<file path="config.mk">
export PLATFORM = sky130hd
export DESIGN_NAME = multdiv_ctrl
export DESIGN_NICKNAME = d
export VERILOG_FILES = /design/src/rtl/multdiv_ctrl.sv
export SDC_FILE = /design/constraint.sdc
export NUM_CORES = 1
export LEC_CHECK = 0
export ABC_CLOCK_PERIOD_IN_PS = 1700
export BUFFER_PORTS_ARGS = -buffer_cell sky130_fd_sc_hd__buf_4
export CELL_PAD_IN_SITES_DETAIL_PLACEMENT = 1
export CELL_PAD_IN_SITES_GLOBAL_PLACEMENT = 2
export CORE_UTILIZATION = 25
export CTS_CLUSTER_SIZE = 14
export DETAILED_ROUTE_END_ITERATION = 16
export PLACE_DENSITY_LB_ADDON = 0.1
export SLEW_MARGIN = 20
export SYNTH_ARGS = -nofsm -noshare
export SYNTH_HDL_FRONTEND = slang
export SYNTH_SLANG_ARGS = --single-unit
export TNS_END_PERCENT = 1
</file>
<file path="constraint.sdc">
create_clock -name clk -period 1.7 [get_ports clk]
set_input_delay 0.255 -clock clk [delete_from_list [all_inputs] [get_ports clk]]
set_output_delay 0.255 -clock clk [all_outputs]
set_load 0.01 [all_outputs]
</file>
<file path="src/rtl/multdiv_ctrl.sv">
// Sequencer between the pipeline and the iterative mult/div units.
// Latches one op, restarts the selected unit, holds its result for writeback.
module multdiv_ctrl #(
   parameter int MAX_CYCLES = 40,
   parameter int RD_W       = 5
) (
   input  logic            clk,
   input  logic            clr,
   input  logic            start,
   input  logic            op,
   input  logic [31:0]     opA,
   input  logic [31:0]     opB,
   input  logic [RD_W-1:0] rd_in,
   input  logic            flush,
   input  logic            res_ack,
   output logic            busy,
   output logic            stall,
   output logic            res_valid,
   output logic [31:0]     result,
   output logic            res_exc,
   output logic [RD_W-1:0] rd_out,
   output logic [31:0]     unit_a,
   output logic [31:0]     unit_b,
   output logic            mul_clr,
   input  logic            mul_ready,
   input  logic [31:0]     mul_result,
   input  logic            mul_exc,
   output logic            div_clr,
   input  logic            div_ready,
   input  logic [31:0]     div_result,
   input  logic            div_exc
);

   localparam int CW = $clog2(MAX_CYCLES + 1);

   typedef enum logic [1:0] {
      S_IDLE,
      S_CLR,
      S_RUN,
      S_DONE
   } state_t;

   state_t            r_state;
   state_t            w_next;
   logic              r_op;
   logic [31:0]       r_a;
   logic [31:0]       r_b;
   logic [31:0]       r_res;
   logic              r_exc;
   logic              r_valid;
   logic [RD_W-1:0]   r_rd;
   logic [CW-1:0]     r_cnt;
   logic              w_accept;
   logic              w_dz;
   logic              w_rdy;
   logic              w_tmo;
   logic [31:0]       w_ures;
   logic              w_uexc;

   // Selected-unit mux, watchdog limit, div-by-zero and accept decode
   always_comb begin
      w_rdy    = r_op ? div_ready : mul_ready;
      w_ures   = r_op ? div_result : mul_result;
      w_uexc   = r_op ? div_exc : mul_exc;
      w_tmo    = (r_cnt == CW'(MAX_CYCLES - 1));
      w_dz     = op & (opB == 32'd0);
      w_accept = start & ~flush &
                 ((r_state == S_IDLE) |
                  ((r_state == S_DONE) & res_ack));
   end

   // Next-state decode; flush overrides everything
   always_comb begin
      w_next = r_state;
      case (r_state)
         S_IDLE: if (start) w_next = w_dz ? S_DONE : S_CLR;
         S_CLR:  w_next = S_RUN;
         S_RUN:  if (w_rdy | w_tmo) w_next = S_DONE;
         S_DONE: begin
            if (res_ack) begin
               if (start) w_next = w_dz ? S_DONE : S_CLR;
               else       w_next = S_IDLE;
            end
         end
         default: w_next = S_IDLE;
      endcase
      if (flush) w_next = S_IDLE;
   end

   // State register
   always_ff @(posedge clk or negedge clr) begin
      if (!clr) r_state <= S_IDLE;
      else      r_state <= w_next;
   end

   // Operand latch, watchdog, result capture and valid flag
   always_ff @(posedge clk or negedge clr) begin
      if (!clr) begin
         r_op    <= 1'b0;
         r_a     <= '0;
         r_b     <= '0;
         r_rd    <= '0;
         r_res   <= '0;
         r_exc   <= 1'b0;
         r_valid <= 1'b0;
         r_cnt   <= '0;
      end else begin
         if (w_accept) begin
            r_op <= op;
            r_a  <= opA;
            r_b  <= opB;
            r_rd <= rd_in;
            if (w_dz) begin
               r_res <= '0;
               r_exc <= 1'b1;
            end
         end
         if ((r_state == S_RUN) && !flush) begin
            if (w_rdy) begin
               r_res <= w_ures;
               r_exc <= w_uexc;
            end else if (w_tmo) begin
               r_res <= '0;
               r_exc <= 1'b1;
            end
         end
         if (r_state == S_CLR)      r_cnt <= '0;
         else if (r_state == S_RUN) r_cnt <= r_cnt + 1'b1;
         r_valid <= (w_next == S_DONE);
      end
   end

   // Combinational status and unit restart decode
   always_comb begin
      busy    = (r_state != S_IDLE);
      stall   = busy & ~((r_state == S_DONE) & res_ack);
      mul_clr = ~clr | ~((r_state == S_RUN) & ~r_op);
      div_clr = ~clr | ~((r_state == S_RUN) & r_op);
   end

   assign res_valid = r_valid;
   assign result    = r_res;
   assign res_exc   = r_exc;
   assign rd_out    = r_rd;
   assign unit_a    = r_a;
   assign unit_b    = r_b;

endmodule
</file>
# == Yosys cells after proc, flatten, opt, wreduce, memory -nomap -nowiden ==
# Index checks and enable logic that the tools add are counted.
# totals
input_bits,143
out_inout_bits,107
reg_bits,112
# classes
add_sub_neg,1
n_reduce_logical,6
n_eq_ne,5
bitwise,17
muxes,22
# op_table
operator,n
$mux 32,6
$logic_not 32->1,1
$mux 2,6
$mux 6,2
$pmux 2 s4,1
$and 1x1->1,7
$mux 1,7
$add 6x1->6 const B,1
$eq 2x2->1 const B,3
$eq 6x6->1 const B,1
$not 1->1,6
$or 1x1->1,4
$reduce_bool 2->1,2
$eq 2x1->1 const B,1
$logic_not 2->1,1
$logic_and 1x1->1,1
$logic_not 1->1,1

# == Depth between registers and ports, before layout ==
# logic_depth
word_depth,8
mapped_depth,8
mapped_depth_nobuf,6

# == Worst setup path before layout ==
# No wires, ideal clock.
# synth_path
path_type,flip-flop to flip-flop
startpoint,register r_state[0]
endpoint,register r_exc (netlist: res_exc)
period_less_slack_ns,1.886
path_stages_with_launch,9
arrival_time_ns,1.744
required_time_ns,1.558
setup_slack_ns,-0.186
n_path_buf,2
cell_sequence,dfrtp_1 inv_1 ha_1 a21oi_1 nor3b_1 buf_2 nand4_1 clkbuf_1 a32oi_1
# synth_between
elab_chain_len,8
elab_cells_between_ends,11
cone_classes,2 x eq/ne; 4 x mux; 3 x bitwise; 2 x reduce/logical
# synth_rtl
item,line_no,rtl
"start, declared",43,state_t r_state;
"start signal, assigned",93,else r_state <= w_next;
$eq 2x2->1,69,((r_state == S_DONE) & res_ack));
$and 1x1->1,69,
$or 1x1->1,68,((r_state == S_IDLE) |
$and 1x1->1,67,w_accept = start & ~flush &
$mux 1,108,if (w_accept) begin
$mux 1,122,end else if (w_tmo) begin
$mux 1,119,if (w_rdy) begin
$mux 1 *,118,if ((r_state == S_RUN) && !flush) begin
"end signal, assigned",121,r_exc <= w_uexc;
"end, declared",49,logic r_exc;
# Mark *: on every way between the ends. The rest lies on a longest branch, timed or not.
# A chain may end at the register's enable or synchronous reset.

# == Final worst setup path ==
# layout_path
startpoint,register r_state[0]
endpoint,register r_a[10] (netlist: unit_a[10])
# layout_between
elab_chain_len,4
elab_cells_between_ends,5
cone_classes,1 x eq/ne; 3 x bitwise; 1 x reduce/logical
# layout_rtl
item,line_no,rtl
$eq 2x2->1,69,
$and 1x1->1,69,
$or 1x1->1 *,68,
$and 1x1->1 *,67,
"end signal, assigned",110,r_a <= opA;
"end, declared",46,logic [31:0] r_a;
# Marks and branches as above.

==> flow_summary_export.csv <==
group,metric,value,unit
status,status,"finished with violations",
status,violations,"negative setup slack",
critical_path,crit_family,"buffers and inverters",
grt,grt_overflow,0,
final_layout,final_common_cell,"buf_4",
drt,vias,3939,
clocking,cts_tree,"yes",
clocking,cts_sinks,112,
power_and_ir_drop,totalPowerFinal,12.8,mW
drt,drtIter0Drc,79,
critical_path,worstSetupPathDepth,7,
yosys,synth-edff-count,0,
critical_path,slowest_stage,"dfrtp_1",
sta,fin_skew,0.00852,ns
yosys,ys_ff_latch,112,
final_layout,final_nets,761,
critical_path,path_buf_inv,3,
critical_path,max_stage_delay,0.42,ns
clocking,root_buffer,"clkbuf_16",
power_and_ir_drop,seq_power_share,36.0,%
sta,tns,-12.41,ns
grt,grt_usage,15.3,%
grt,antenna_found_initial,0,
sta,slew_viol_final,0,
power_and_ir_drop,p_int,8.56,mW
flow_run,drv_cap,0,
placed_design,dpl_worst_slack,-0.312,ns
clocking,path_clk_slew,0.08,ns
final_layout,finalNonFillerCells,876,
yosys,post_synth_num_cell_types,37,
power_and_ir_drop,power.leakage,3.67,nW
critical_path,cp_max_fo,17,
sta,period_needed,1.86,ns
grt,grt_pass1_vias,4461,
yosys,syn_inst,339,
final_layout,most-common-layout-cells,"buf_4 (274), dfrtp_1 (112), mux2_1 (51), mux2_2 (32), a32o_1 (32)",
drt,ant_nets,0,
worst_hold_path,hold_path_depth,2,
critical_path,cp_cell_sequence,"inv_2, ha_4, a21oi_4, nor3b_4, buf_6, buf_12, mux2_1",
yosys,yosys.area.top_type,"dfrtp_1",
yosys,syn_avg_cell_area,14.4,um2
critical_path,cp.required,1.94,ns
placed_design,io_buffers,249,
floorplanning,initial_core_util,25.8,%
floorplanning,row_count,50,
power_and_ir_drop,combPwrFrac,46.8,%
sta,relSlewSlack,70.6,%
placed_design,gp_congestion,0.763,
yosys,synth_top_area_share,57.4,%
sta,finalHoldViolCount,0,
final_layout,n_antenna_cell,0,
floorplanning,die_area,20100,um2
clocking,htreeDepth,3,
sta,setup_ws,-0.161,ns
critical_path,startpoint_type,"register",
grt,grt_first_pass_wirelength,23800,um
placed_design,hpwlAfterDp,11500,um
floorplanning,fp.dieH,142,um
sta,worst_pin_slew,0.441,ns
clocking,cts_buffers,9,
critical_path,critPathCaptureType,"register",
drt,drc_errors,0,
clocking,cts_max_path_buffers,2,
placed_design,placed_cells_incl_taps,860,
floorplanning,chipWidth,142,um
floorplanning,core_area,19000,um2
sta,final-setup-viol-count,104,
drt,via_per_inst,4.50,
sta,rsz0062_at_grt,"true",
clocking,post_cts_buffers,0,
drt,wl_per_cell,17.1,um
power_and_ir_drop,clkPwrFrac,17.3,%
yosys,async_flop_share,100,%
floorplanning,ioPinCount,250,
final_layout,design_area,7770,um2
power_and_ir_drop,power_switching,4.20,mW
grt,grt_start_max_net_pins,58,
drt,first_pass_iters,4,
yosys,synth_area_leaders,"dfrtp_1 (57%), mux2_1 (16%), mux2_2 (7.4%), a32o_1 (6.6%), ha_1 (1.5%)",
critical_path,crit_type,"register to register",
final_layout,drive_gt1_share,58.6,%
power_and_ir_drop,power_density,1640,nW/um2
yosys,synth_nets,488,
yosys,yosysSeqAreaShare,57.4,%
sta,timing.fmax,537,MHz
final_layout,syn_to_final_growth,59.2,%
power_and_ir_drop,p_sw_share,32.9,%
yosys,ys.flop_type,"dfrtp_1",
clocking,clock_latency,0.35,ns
critical_path,rr_worst_depth,7,
worst_hold_path,hold_class,"input pin to register",
critical_path,cp.arrival,2.10,ns
power_and_ir_drop,ir_worst_vdd,689,uV
sta,fin_crit_sh,109,%
yosys,syn_area,4880,um2
placed_design,post_dp_cell_area,7330,um2
yosys,yosysWarnings,0,
drt,routed_wl,15000,um
## metrics by stage
stage / utilization (%) / hold WS (ns)
CTS: 40.7 / 0.0984
detailed placement: 38.7 / 0.315
global placement: 38.7 / 0.305
floorplan: - / -0.0406
finish: 41.0 / 0.114
global route: 41.0 / 0.0974
## synthesized netlist by cell type, types with 2 or more instances
cell type / count
ha_1: 6
a32o_1: 32
dfrtp_1: 112
clkbuf_1: 10
a21oi_1: 5
nand2b_1: 3
nor2_1: 3
mux2_1: 71
buf_2: 9
nor3b_1: 6
mux2_2: 32
o21ai_0: 3
nand3b_1: 3
nor3_1: 3
nand2_1: 2
nor4_1: 6
nand4_1: 2
inv_1: 6
buf_6: 3
mux2i_1: 3
nand3_1: 2
and4_1: 2
## per-layer routing
layer	part of all wire (%)	up-vias	track usage [%]
met3	10	15	5.80
met1	39	1937	17.4
met4	2.1	0	5.94
met2	48	168	25.9
li1	-	1819	-
met5	0	-	0
## path summary, 6_finish.rpt
check / startpoint / end / slack (ns)
setup / recovery: r_state[0]$_DFF_PN0_ / unit_a[10]$_DFFE_PN0P_ / -0.16
hold / removal: opA[20] / unit_a[20]$_DFFE_PN0P_ / 0.11
setup reg to reg: r_state[0]$_DFF_PN0_ / unit_a[10]$_DFFE_PN0P_ / -0.16
hold reg to reg: unit_b[24]$_DFFE_PN0P_ / unit_b[24]$_DFFE_PN0P_ / 0.49
max in group asynchronous: clr / unit_b[30]$_DFFE_PN0P_ / 0.94
min in group asynchronous: clr / rd_out[2]$_DFFE_PN0P_ / 0.48
## kinds of logic after synthesis
group / synth area share, %
buffers and inverters: 3.00
adders and majority gates: 1.54
muxes: 24.4
DFF: 57.4
AOI/OAI and AO/OA: 8.63
and+or+nand+nor: 4.71
xor gates and xnor gates: 0.359
## power groups by stage
stage / combinational, mW / clock [mW] / sequential (mW)
floorplan: 2.04 / 0 / 5.11
global placement: 5.66 / 0 / 4.55
detailed placement: 5.76 / 0 / 4.62
CTS: 5.91 / 2.30 / 4.60
global route: 6.44 / 2.41 / 4.76
finish: 5.96 / 2.20 / 4.59
## state kept, by name, indices dropped and copies added (netlist names)
register / count
r_op: 1
unit_a: 32
r_state: 2
r_cnt: 6
res_exc: 1
rd_out: 5
res_valid: 1
unit_b: 32
result: 32
## timing repair
action / CTS / global route
endpoints found under the setup margin: 106 / 108
endpoints found under the hold margin: 112 / 0
resized for setup: 14 / 15
pin swaps: 10 / 3
cloned: 0 / 0
hold buffers: 1 / 0
## layout make-up
class / instances / area, um2
inverters: 6 / 22.5
fillers: 2055 / 11200
clock inverters: 5 / 66.3
well taps: 260 / 325
flip-flops and latches: 112 / 2800
clock buffers: 10 / 239
multi-input cells: 198 / 2080
repair buffers: 285 / 2240
No activity file was read; power rests on OpenSTA's default activity.
